`config.mk`:
```
export PLATFORM = sky130hd
export DESIGN_NAME = axil_lite_master
export DESIGN_NICKNAME = d
export VERILOG_FILES = /design/src/rtl/axil_pkg.sv /design/src/rtl/axil_handshake_reg.sv /design/src/rtl/axil_lite_master.sv
export SDC_FILE = /design/constraint.sdc
export NUM_CORES = 1
export LEC_CHECK = 0
export BUFFER_PORTS_ARGS = -buffer_cell sky130_fd_sc_hd__buf_2
export CAP_MARGIN = 0
export CORE_UTILIZATION = 50
export CTS_CLUSTER_DIAMETER = 40
export DETAILED_ROUTE_END_ITERATION = 8
export GPL_TIMING_DRIVEN = 0
export PLACE_DENSITY = 0.95
export SLEW_MARGIN = 20
export SYNTH_ARGS = -nofsm -noshare
export SYNTH_HDL_FRONTEND = slang
export SYNTH_HIERARCHICAL = 1
export SYNTH_SLANG_ARGS = --single-unit
```
`constraint.sdc`:
```
create_clock -name clk -period 3.05 [get_ports clk]
set_input_delay 0.4575 -clock clk [delete_from_list [all_inputs] [get_ports clk]]
set_output_delay 0.4575 -clock clk [all_outputs]
set_load 0.01 [all_outputs]
```
`src/rtl/axil_pkg.sv`:
```
// Shared types and constants for the AXI4-Lite master.
// State encoding, response codes and default bus widths.
package axil_pkg;

    localparam int ADDR_W = 13;
    localparam int DATA_W = 32;

    localparam logic [1:0] RESP_OKAY   = 2'b00;
    localparam logic [1:0] RESP_EXOKAY = 2'b01;
    localparam logic [1:0] RESP_SLVERR = 2'b10;
    localparam logic [1:0] RESP_DECERR = 2'b11;

    typedef enum logic [2:0] {
        ST_IDLE         = 3'd0,
        ST_RD_ADDR      = 3'd1,
        ST_RD_DATA      = 3'd2,
        ST_WR_ADDR_DATA = 3'd3,
        ST_WR_RESP      = 3'd4,
        ST_RSP          = 3'd5
    } state_e;

endpackage

```
`src/rtl/axil_handshake_reg.sv`:
```
// Valid/ready holding register for one AXI request channel.
// Payload is loaded with valid and held until the ready handshake.
module axil_handshake_reg #(
    parameter int W = 32
) (
    input  logic         clk,
    input  logic         reset,
    input  logic         load,
    input  logic [W-1:0] load_data,
    input  logic         ready,
    output logic         valid,
    output logic [W-1:0] data
);

    logic         valid_q, valid_d;
    logic [W-1:0] data_q, data_d;

    always_comb begin
        valid_d = valid_q;
        data_d  = data_q;
        if (valid_q && ready) begin
            valid_d = 1'b0;
        end
        if (load) begin
            valid_d = 1'b1;
            data_d  = load_data;
        end
    end

    always_ff @(posedge clk or posedge reset) begin
        if (reset) begin
            valid_q <= 1'b0;
            data_q  <= '0;
        end else begin
            valid_q <= valid_d;
            data_q  <= data_d;
        end
    end

    assign valid = valid_q;
    assign data  = data_q;

endmodule

```
`src/rtl/axil_lite_master.sv`:
```
// One-outstanding AXI4-Lite master behind a command/response port.
// Define AXIL_MASTER_TIMEOUT_EN to build the sticky watchdog flag.
module axil_lite_master #(
`ifdef AXIL_MASTER_TIMEOUT_EN
    parameter int TIMEOUT_CYC = 1024,
`endif
    parameter int ADDR_W = axil_pkg::ADDR_W,
    parameter int DATA_W = axil_pkg::DATA_W
) (
    input  logic              clk,
    input  logic              reset,
    input  logic              cmd_valid,
    output logic              cmd_ready,
    input  logic              cmd_write,
    input  logic [ADDR_W-1:0] cmd_addr,
    input  logic [DATA_W-1:0] cmd_wdata,
    input  logic [3:0]        cmd_wstrb,
    output logic              rsp_valid,
    input  logic              rsp_ready,
    output logic [DATA_W-1:0] rsp_rdata,
    output logic [1:0]        rsp_resp,
    output logic              rsp_write,
    output logic              timeout,
    output logic [ADDR_W-1:0] m_axi_awaddr,
    output logic [2:0]        m_axi_awprot,
    output logic              m_axi_awvalid,
    input  logic              m_axi_awready,
    output logic [DATA_W-1:0] m_axi_wdata,
    output logic [3:0]        m_axi_wstrb,
    output logic              m_axi_wvalid,
    input  logic              m_axi_wready,
    input  logic [1:0]        m_axi_bresp,
    input  logic              m_axi_bvalid,
    output logic              m_axi_bready,
    output logic [ADDR_W-1:0] m_axi_araddr,
    output logic [2:0]        m_axi_arprot,
    output logic              m_axi_arvalid,
    input  logic              m_axi_arready,
    input  logic [DATA_W-1:0] m_axi_rdata,
    input  logic [1:0]        m_axi_rresp,
    input  logic              m_axi_rvalid,
    output logic              m_axi_rready
);

    import axil_pkg::*;

    state_e            state_q, state_d;
    logic              bready_q, bready_d;
    logic              rready_q, rready_d;
    logic              rsp_valid_q, rsp_valid_d;
    logic [DATA_W-1:0] rsp_rdata_q, rsp_rdata_d;
    logic [1:0]        rsp_resp_q, rsp_resp_d;
    logic              rsp_write_q, rsp_write_d;

    logic              accept;
    logic              aw_done;
    logic              w_done;
    logic [DATA_W+3:0] w_bundle;

    assign cmd_ready = (state_q == ST_IDLE);
    assign accept    = cmd_valid && cmd_ready;

    axil_handshake_reg #(.W(ADDR_W)) u_aw (
        .clk       (clk),
        .reset     (reset),
        .load      (accept && cmd_write),
        .load_data (cmd_addr),
        .ready     (m_axi_awready),
        .valid     (m_axi_awvalid),
        .data      (m_axi_awaddr)
    );

    axil_handshake_reg #(.W(DATA_W + 4)) u_w (
        .clk       (clk),
        .reset     (reset),
        .load      (accept && cmd_write),
        .load_data ({cmd_wstrb, cmd_wdata}),
        .ready     (m_axi_wready),
        .valid     (m_axi_wvalid),
        .data      (w_bundle)
    );

    axil_handshake_reg #(.W(ADDR_W)) u_ar (
        .clk       (clk),
        .reset     (reset),
        .load      (accept && !cmd_write),
        .load_data (cmd_addr),
        .ready     (m_axi_arready),
        .valid     (m_axi_arvalid),
        .data      (m_axi_araddr)
    );

    assign m_axi_wstrb = w_bundle[DATA_W+3:DATA_W];
    assign m_axi_wdata = w_bundle[DATA_W-1:0];

    // A channel is done once its valid is gone or is being accepted now.
    assign aw_done = !m_axi_awvalid || m_axi_awready;
    assign w_done  = !m_axi_wvalid || m_axi_wready;

    always_comb begin
        state_d     = state_q;
        bready_d    = bready_q;
        rready_d    = rready_q;
        rsp_valid_d = rsp_valid_q;
        rsp_rdata_d = rsp_rdata_q;
        rsp_resp_d  = rsp_resp_q;
        rsp_write_d = rsp_write_q;
        case (state_q)
            ST_IDLE: begin
                if (cmd_valid) begin
                    state_d = cmd_write ? ST_WR_ADDR_DATA : ST_RD_ADDR;
                end
            end
            ST_WR_ADDR_DATA: begin
                if (aw_done && w_done) begin
                    bready_d = 1'b1;
                    state_d  = ST_WR_RESP;
                end
            end
            ST_WR_RESP: begin
                if (m_axi_bvalid && bready_q) begin
                    bready_d    = 1'b0;
                    rsp_valid_d = 1'b1;
                    rsp_rdata_d = '0;
                    rsp_resp_d  = m_axi_bresp;
                    rsp_write_d = 1'b1;
                    state_d     = ST_RSP;
                end
            end
            ST_RD_ADDR: begin
                if (m_axi_arvalid && m_axi_arready) begin
                    rready_d = 1'b1;
                    state_d  = ST_RD_DATA;
                end
            end
            ST_RD_DATA: begin
                if (m_axi_rvalid && rready_q) begin
                    rready_d    = 1'b0;
                    rsp_valid_d = 1'b1;
                    rsp_rdata_d = m_axi_rdata;
                    rsp_resp_d  = m_axi_rresp;
                    rsp_write_d = 1'b0;
                    state_d     = ST_RSP;
                end
            end
            ST_RSP: begin
                if (rsp_ready) begin
                    rsp_valid_d = 1'b0;
                    state_d     = ST_IDLE;
                end
            end
            default: begin
                bready_d    = 1'b0;
                rready_d    = 1'b0;
                rsp_valid_d = 1'b0;
                state_d     = ST_IDLE;
            end
        endcase
    end

    always_ff @(posedge clk or posedge reset) begin
        if (reset) begin
            state_q     <= ST_IDLE;
            bready_q    <= 1'b0;
            rready_q    <= 1'b0;
            rsp_valid_q <= 1'b0;
            rsp_rdata_q <= '0;
            rsp_resp_q  <= RESP_OKAY;
            rsp_write_q <= 1'b0;
        end else begin
            state_q     <= state_d;
            bready_q    <= bready_d;
            rready_q    <= rready_d;
            rsp_valid_q <= rsp_valid_d;
            rsp_rdata_q <= rsp_rdata_d;
            rsp_resp_q  <= rsp_resp_d;
            rsp_write_q <= rsp_write_d;
        end
    end

    assign m_axi_awprot = 3'b000;
    assign m_axi_arprot = 3'b000;
    assign m_axi_bready = bready_q;
    assign m_axi_rready = rready_q;
    assign rsp_valid    = rsp_valid_q;
    assign rsp_rdata    = rsp_rdata_q;
    assign rsp_resp     = rsp_resp_q;
    assign rsp_write    = rsp_write_q;

`ifdef AXIL_MASTER_TIMEOUT_EN
    localparam int CW = $clog2(TIMEOUT_CYC + 1);

    logic [CW-1:0] cnt_q, cnt_d;
    logic          timeout_q, timeout_d;

    // Counts cycles spent waiting on the bus in the current state.
    always_comb begin
        cnt_d     = cnt_q;
        timeout_d = timeout_q;
        if (state_d != state_q || state_q == ST_IDLE || state_q == ST_RSP) begin
            cnt_d = '0;
        end else if (cnt_q != CW'(TIMEOUT_CYC)) begin
            cnt_d = cnt_q + 1'b1;
        end
        if (cnt_d == CW'(TIMEOUT_CYC)) begin
            timeout_d = 1'b1;
        end
    end

    always_ff @(posedge clk or posedge reset) begin
        if (reset) begin
            cnt_q     <= '0;
            timeout_q <= 1'b0;
        end else begin
            cnt_q     <= cnt_d;
            timeout_q <= timeout_d;
        end
    end

    assign timeout = timeout_q;
`else
    assign timeout = 1'b0;
`endif

endmodule
```
Word level (Yosys, flattened, before mapping)
Index checks and enable logic that the tools add are counted.
Widths: inputs -> output; s select.
{"block": "classes", "n_eq_ne": 11, "mux": 31, "bitwise_logic": 3, "reduce_logical": 27}
{"operator": "$mux 32", "count": 2}
{"operator": "$pmux 32 s2", "count": 1}
{"operator": "$mux 3", "count": 6}
{"operator": "$pmux 3 s6", "count": 1}
{"operator": "$mux 1", "count": 13}
{"operator": "$ne 2x2->1 const B", "count": 6}
{"operator": "$logic_and 1x1->1", "count": 9}
{"operator": "$reduce_and 3->1", "count": 3}
{"operator": "$reduce_bool 2->1", "count": 4}
{"operator": "$reduce_or 4->1", "count": 2}
{"operator": "$eq 3x2->1 const B", "count": 2}
{"operator": "$eq 3x3->1 const B", "count": 2}
{"operator": "$mux 2", "count": 3}
{"operator": "$pmux 1 s3", "count": 2}
{"operator": "$reduce_and 6->1", "count": 1}
{"operator": "$pmux 1 s4", "count": 1}
{"operator": "$pmux 2 s2", "count": 1}
{"operator": "$reduce_and 4->1", "count": 1}
{"operator": "$eq 3x1->1 const B", "count": 1}
{"operator": "$logic_not 1->1", "count": 3}
{"operator": "$logic_not 3->1", "count": 1}
{"operator": "$not 1->1", "count": 3}
{"operator": "$reduce_or 3->1", "count": 1}
{"operator": "$logic_or 1x1->1", "count": 2}
{"operator": "$pmux 1 s2", "count": 1}
{"block": "totals", "reg_bits": 106, "input_bits": 95, "output_inout_bits": 111, "elab_cells": 85}

Logic depth before layout (Yosys ltp)
Gate-level depths: netlist of the first run.
{"block": "logic_depth", "depth_word": 5, "ltp_mapped": 7, "depth_no_buf": 4}

Cells and area by module
Netlist of the first run, hierarchy kept.
{"module": "axil_lite_master", "instances": 1, "cells_per_inst": 147, "area_per_inst_um2": 1766.7, "seq_area_each_um2": 1026.0}
{"module": "axil_handshake_reg (u_w)", "instances": 1, "cells_per_inst": 80, "area_per_inst_um2": 1526.5, "seq_area_each_um2": 925.9}
{"module": "axil_handshake_reg (u_ar ...)", "instances": 2, "cells_per_inst": 31, "area_per_inst_um2": 524.3, "seq_area_each_um2": 350.3}

Worst setup path before layout of the first run
Ideal clock, no wire load.
{"block": "synth_path", "kind": "reg2reg", "start": "register state_q[2]", "end": "register u_w.data_q[0] (netlist: u_w/data[0])", "setup_time_ps": 125, "t_arrival_ps": 1898, "required_ps": 2925, "path_slack_ps": 1027, "stages_incl_launch_ff": 7, "path_buffers": 3, "synth_period_minus_slack_ps": 2023, "path_cell_list": "dfrtp_1 clkbuf_1 nor3_1 and3_1 buf_6 buf_12 mux2_4"}
{"block": "synth_via", "elab_chain_len": 3}
{"item": "from (decl)", "line_no": "axil_lite_master.sv:47", "rtl": "state_e state_q, state_d;"}
{"item": "from (signal assigned)", "line_no": "axil_lite_master.sv:171", "rtl": "state_q <= state_d;"}
{"item": "$logic_not 3->1", "line_no": "axil_lite_master.sv:60", "rtl": "assign cmd_ready = (state_q == ST_IDLE);"}
{"item": "via cmd_ready", "line_no": "axil_lite_master.sv:13", "rtl": "output logic cmd_ready,"}
{"item": "$logic_and 1x1->1", "line_no": "axil_lite_master.sv:61", "rtl": "assign accept = cmd_valid && cmd_ready;"}
{"item": "$logic_and 1x1->1", "line_no": "axil_lite_master.sv:76", "rtl": ".load (accept && cmd_write),"}
{"item": "to (signal assigned)", "line_no": "axil_handshake_reg.sv:36", "rtl": "data_q <= data_d;"}
{"item": "to (decl)", "line_no": "axil_handshake_reg.sv:16", "rtl": "logic [W-1:0] data_q, data_d;"}
The timed path passes the listed nets, and every way through them passes these cells.
A chain may end at the register's enable or synchronous reset.

Worst setup path after layout of the first run
{"block": "layout_path", "start": "register state_q[2]", "end": "register u_w.data_q[34] (netlist: u_w/data[34])"}
{"block": "layout_via", "elab_chain_len": 3}
{"item": "$logic_not 3->1", "line_no": "axil_lite_master.sv:60"}
{"item": "$logic_and 1x1->1", "line_no": "axil_lite_master.sv:61"}
{"item": "$logic_and 1x1->1", "line_no": "axil_lite_master.sv:76"}
Every way passes these cells.

==> results of run 1 <==
[Yosys cell counts (2+ instances only)]
cell type	instances	area, um2
nor2_1	8	30.0
inv_1	11	41.3
dfrtp_1	106	2650
buf_12	3	60.1
o21ai_0	4	20.0
buf_6	8	90.1
buf_2	3	15.0
nand2_1	9	33.8
nand2b_1	4	25.0
a21oi_1	4	20.0
nor3_1	3	15.0
a22o_1	33	289
mux2_4	29	435
buf_4	7	52.6
a21o_2	2	17.5
mux2_2	37	417
clkbuf_1	2	7.51
[stage by stage]
stage | setup WS (ps) | instance area [um2]
after detailed placement | 867 | 5510
after CTS | 852 | 5740
after global routing | 731 | 5740
final | 853 | 5740
after floorplan | 1030 | 4360
after global placement | 929 | 5490
[timing repair]
action,in CTS,in global routing
resized for setup,0,0
hold endpoints to repair,3,0
hold buffers,1,0
setup endpoints to repair,0,0
[worst max path at each step]
stage                     cells past startpoint  startpoint           end  slack, ps
final                                         6  state_q[2]  u_w/data[34]        850
after global routing                          6  state_q[2]  u_w/data[34]        730
after CTS                                     6  state_q[2]  u_w/data[34]        850
after detailed placement                      6  state_q[2]  u_w/data[20]        870
after global placement                        6  state_q[2]  u_w/data[20]        930
after floorplan                               6  state_q[2]   u_w/data[0]       1030
[sequential cells by signal (all words and copies together) (netlist names)]
name,count
u_ar/data,13
u_ar/valid,1
u_w/valid,1
rsp_rdata,32
u_aw/data,13
u_aw/valid,1
rsp_write,1
rsp_resp,2
m_axi_bready,1
u_w/data,36
state_q,3
m_axi_rready,1
rsp_valid,1
[report_power, final]
| group | total, W | internal [W] | switching (W) |
|---|---|---|---|
| clock network | 0.000954 | 0.000475 | 0.000479 |
| logic | 0.00246 | 0.00133 | 0.00113 |
| registers | 0.00249 | 0.00209 | 0.000395 |
[kinds of logic (layout without fill, tap and decap cells)]
group / Yosys count / after routing / share of synthesized area [%]
buf+inv: 34 / 250 / 6.14
other cells: 1 / 7 / 0.0864
compound gates: 53 / 53 / 9.80
simple gates: 28 / 28 / 3.03
mux: 67 / 67 / 19.9
flops: 106 / 106 / 61.1
[critical path, delay by kind of cell, from the launching register on]
kind	cells	cell delay (ps)
buffers and inverters	3	610
DFF	1	410
muxes	1	310
and+or+nand+nor	2	750
[metal layers]
layer	share of wire [%]	wire, um	track usage [%]
met1	40	3990	26.1
met2	52	5210	38.0
met3	6.8	677	4.55
met4	1.5	155	8.08
met5	0	0	0
[final cells by class]
type / instances / area share (%)
repair buffers: 200 / 17.8
clock buffers: 10 / 2.22
multi-input cells: 155 / 25.2
plain buffers: 23 / 3.92
well taps: 105 / 2.29
inverters: 11 / 0.719
clock inverters: 6 / 1.70
flip-flops and latches: 106 / 46.2
==> results.json, run 1 <==
{
  "drtIter0Drc": 63,
  "synth_edf_count": 0,
  "hold_start": "m_axi_rdata[22]",
  "tns_ps": 0,
  "root_buffer": "clkbuf_8",
  "antenna_found_initial": 0,
  "path_max_fanout": 10,
  "ys_ff_latch": 106,
  "grt_first_pass_wirelength_um": 15000,
  "layout.nets": 601,
  "syn_area_um2": 4340,
  "synth_cell_types": 33,
  "cp_slowest_cell": "dfrtp_1",
  "multi_input_area_um2": 1450,
  "reg2reg_to": "u_w/data[34]",
  "num_io_pins": 206,
  "power_leakage_nw": 3.05,
  "fin_crit_ps": 2200,
  "firstDrtPassIters": 4,
  "cts.htree.levels": 3,
  "finalCritPeriodShare_pct": 72.0,
  "cp.required_ps": 3280,
  "synth_warnings": 6,
  "hp-class": "in2reg",
  "vias": 3153,
  "area_delta_synth_final_pct": 32.2,
  "finalSetupViolations": 0,
  "status": "completed",
  "diodes": 0,
  "powerDensity_nw_per_um2": 1030,
  "cts_tree": "yes",
  "clk_latency_ps": 350,
  "final-hold-violation-count": 0,
  "maxSlewViolCount": 0,
  "rrSetupSlack_ps": 850,
  "whs_ps": 313,
  "cts_buffer_depth": 2,
  "num-fill-cells": 606,
  "max_freq_mhz": 455,
  "cts.sinks": 106,
  "drt_wl_total_um": 10000,
  "ir_drop_uv": 491,
  "clkTransAtPathRegs_ps": 110,
  "reg2reg_depth": 6,
  "rr_startpoint": "state_q[2]",
  "grt_max_degree": 39,
  "crit_type": "reg2reg",
  "synthCells": 289,
  "dieArea_um2": 9060,
  "worstSetupStartpointType": "flop",
  "synthArstFlopShare_pct": 100,
  "final_common_cell": "buf_2",
  "arrival_ps": 2420,
  "viasPerCell": 5.12,
  "synth_ff_type": "dfrtp_1",
  "cap_violations": 0,
  "grt_pass1_vias": 3123,
  "grt_use_total_pct": 21.7,
  "finalNonFillerCells": 616,
  "min_to": "rsp_rdata[22]",
  "most-common-layout-cells": "buf_2 (201), dfrtp_1 (106), mux2_2 (37)",
  "drc": 0,
  "cts_setup_buffers": 0,
  "fin_skew_ps": 12.7,
  "cts_inserted_buffers": 9,
  "worst_slew_pin_slew_ps": 762,
  "drive_gt1_share_pct": 59.7,
  "die_y_um": 95.2,
  "rows": 33,
  "final_util_pct": 69.2,
  "grt_overflow": 0,
  "die_w_um": 95.2,
  "hold_path_depth": 2,
  "critical_path.max_stage_delay_ps": 410,
  "crit_chain": "clkbuf_1 > nor3_1 > and3_1 > buf_6 > buf_12 > mux2_4",
  "wl_per_cell_um": 16.3,
  "ys_seq_area_share_pct": 61.1,
  "dp_cells": 599,
  "io_buffers": 198,
  "setup.worst_path.end_class": "flop",
  "place_hpwl_um": 7550,
  "syn_avg_cell_area_um2": 15.0,
  "power_w": 0.00590,
  "gp_congestion": 0.818,
  "postRouteAntennaNets": 0,
  "max-slew-margin-rel_pct": 49.2,
  "rsz0062_at_grt": "false",
  "regArea_um2": 2650,
  "start_util_pct": 52.3,
  "core_area_um2": 8300
}
No activity file was read; power rests on OpenSTA's default activity.
==> inputs of run 2 (changes only) <==
- CORE_UTILIZATION: 50 -> 46
- PLACE_DENSITY: 0.95 -> 0.89
- clock period: 3.05 -> 2.3 ns (I/O delays scaled with it)
==> run 2 against run 1 <==
Compared with the run above:
- design area increased by 0.33%
- via count decreased by 0.48%
- non-clock buffer count unchanged
- sequential share of layout area decreased by 0.15 points
- critical endpoint is now u_w/data[30]
- utilization decreased by 6.5 points
- register-to-register slack got worse by 670 ps
- worst setup slack got worse by 670 ps
- first-iteration DRC count increased by 32%
- combinational power increased by 33%
- worst hold slack got worse by 120 ps
- critical path depth unchanged
- sequential cell count unchanged
==> results.json, run 2 (same netlist as run 1, synthesis figures left out) <==
{
  "status": "completed",
  "pwr-share-seq_pct": 41.8,
  "wl_per_cell_um": 16.5,
  "hp-class": "in2reg",
  "clkPwrFrac_pct": 16.5,
  "p_sw_w": 0.00270,
  "largest_reg_flops": 36,
  "powerDensity_nw_per_um2": 1370,
  "maxSlewViolCount": 0,
  "worst-path-buf-inv": 3,
  "reg2reg_to": "u_w/data[30]",
  "cts_setup_buffers": 0,
  "root_buffer": "clkbuf_8",
  "crit_end": "u_w/data[30]",
  "rrSetupSlack_ps": 180,
  "drc": 0,
  "worstSetupStartpointType": "flop",
  "rows": 35,
  "gp_congestion": 0.794,
  "final_common_cell": "buf_2",
  "postRouteAntennaNets": 0,
  "fin_skew_ps": 11.7,
  "rsz0062_at_grt": "false",
  "dieArea_um2": 9830,
  "cp_slowest_cell": "dfrtp_1",
  "cp.required_ps": 2540,
  "drt_wl_total_um": 10300,
  "cts_buffer_depth": 2,
  "core_area_um2": 9200,
  "clkTransAtPathRegs_ps": 110,
  "max-slew-margin-rel_pct": 48.9,
  "critPathTopFamily": "simple AND/OR/NAND/NOR gates",
  "ir_drop_uv": 614,
  "setup.worst_path.end_class": "flop",
  "power_frac_comb_pct": 41.7,
  "max_freq_mhz": 472,
  "drive_gt1_share_pct": 60.3,
  "area_delta_synth_final_pct": 32.7,
  "grt_first_pass_wirelength_um": 16400,
  "hold_path_depth": 2,
  "layout.nets": 601,
  "cts.htree.levels": 3,
  "placed_cell_area_um2": 5510,
  "most-common-layout-cells": "buf_2 (201), dfrtp_1 (106), mux2_2 (37)",
  "grt_max_degree": 38,
  "die_y_um": 99.2,
  "regArea_um2": 2650,
  "io_buffers": 198,
  "drtIter0Drc": 83,
  "crit_type": "reg2reg",
  "arrival_ps": 2360,
  "critPathLaunch": "state_q[2]",
  "grt_use_total_pct": 21.5,
  "clk_latency_ps": 360,
  "vias": 3138,
  "start_util_pct": 47.2,
  "num_io_pins": 206,
  "power_leakage_nw": 3.05,
  "worst_slew_pin_slew_ps": 765,
  "dp_cells": 605,
  "place_hpwl_um": 7800,
  "grt_overflow": 0,
  "multi_input_area_um2": 1450,
  "critical_path.max_stage_delay_ps": 420,
  "finalNonFillerCells": 622,
  "reg2reg_depth": 6,
  "finalSetupViolations": 0,
  "path_max_fanout": 10,
  "sw_frac_of_total_pct": 34.3,
  "num-fill-cells": 726,
  "fin_area_um2": 5760,
  "internal_power_w": 0.00517,
  "antenna_found_initial": 0,
  "die_w_um": 99.2,
  "diodes": 0,
  "crit_chain": "clkbuf_1 > nor3_1 > and3_2 > buf_6 > buf_12 > mux2_4",
  "finalCritPeriodShare_pct": 92.1,
  "fin_crit_ps": 2120,
  "grt_pass1_vias": 3279,
  "cts_inserted_buffers": 9,
  "viasPerCell": 5.05,
  "cts.sinks": 106,
  "firstDrtPassIters": 4,
  "tns_ps": 0,
  "cp.depth": 6,
  "cap_violations": 0,
  "cts_tree": "yes",
  "rr_startpoint": "state_q[2]",
  "final-hold-violation-count": 0
}
==> run 2: cell types whose count changed in the layout (fill, tap and decap cells not counted) <==
cell and change:
nor2_1 -1, and3_1 -1, nor2_2 +1, clkbuf_1 -1
inv_8 +1, and3_2 +1
==> run 2: routing by layer <==
metal	vias to the layer above	routed length [um]	part of all wire [%]	global-route usage, %
li1	1444	-	-	-
met1	1554	4130	40	25.8
met2	127	5360	52	37.8
met3	13	639	6.2	5.13
met4	0	157	1.5	8.03
met5	-	0	0	0
==> run 2: worst min path at each step <==
| stage | slack, ps | to | startpoint |
|---|---|---|---|
| 2_1_floorplan | 230 | u_ar/data[0] | reset |
| 3_3_place_gp | 460 | u_ar/valid | reset |
| 3_5_place_dp | 280 | rsp_write | reset |
| 4_1_cts | 170 | rsp_rdata[13] | m_axi_rdata[13] |
| 5_1_grt | 170 | rsp_rdata[13] | m_axi_rdata[13] |
| 6_report | 200 | rsp_rdata[13] | m_axi_rdata[13] |
==> run 2: per-stage QoR <==
| step | hold slack [ps] | util, % | power (W) | setup slack (ps) |
|---|---|---|---|---|
| after floorplan | 234 | - | 0.00524 | 277 |
| final | 196 | 62.6 | 0.00787 | 182 |
| after global placement | 458 | 59.7 | 0.00643 | 147 |
| after detailed placement | 285 | 60.0 | 0.00660 | 112 |
| after CTS | 168 | 62.6 | 0.00794 | 84.1 |
| after global routing | 171 | 62.6 | 0.00834 | 60.4 |
==> run 2: worst reg2reg max path, delay by kind of cell (launching register included) <==
family                 cells  cell delay [ps]
buffers and inverters      3              590
muxes                      1              310
and+or+nand+nor            2              680
DFF                        1              420
==> run 2: what timing repair did <==
action | 4_1_cts | 5_1_grt
endpoints found under the hold margin | 4 | 0
gates resized for setup | 0 | 2
setup endpoints to repair | 0 | 38
hold buffers | 1 | 0
==> run 2: area by class of cell <==
| class | instances | share of cell area [%] |
|---|---|---|
| clock buffer | 9 | 2.15 |
| inverter | 11 | 0.717 |
| tap | 111 | 2.41 |
| buffer | 23 | 3.91 |
| clock inverter | 7 | 1.89 |
| timing repair buffer | 200 | 17.7 |
| multi-input combinational | 155 | 25.2 |
| sequential | 106 | 46.0 |
==> run 2: power groups by stage <==
| stage | Sequential, W | Clock [W] | Combinational [W] |
|---|---|---|---|
| 2_1_floorplan | 0.00370 | 0 | 0.00153 |
| 3_3_place_gp | 0.00324 | 0 | 0.00319 |
| 3_5_place_dp | 0.00332 | 0 | 0.00329 |
| 4_1_cts | 0.00329 | 0.00134 | 0.00331 |
| 5_1_grt | 0.00340 | 0.00141 | 0.00352 |
| 6_report | 0.00329 | 0.00130 | 0.00328 |
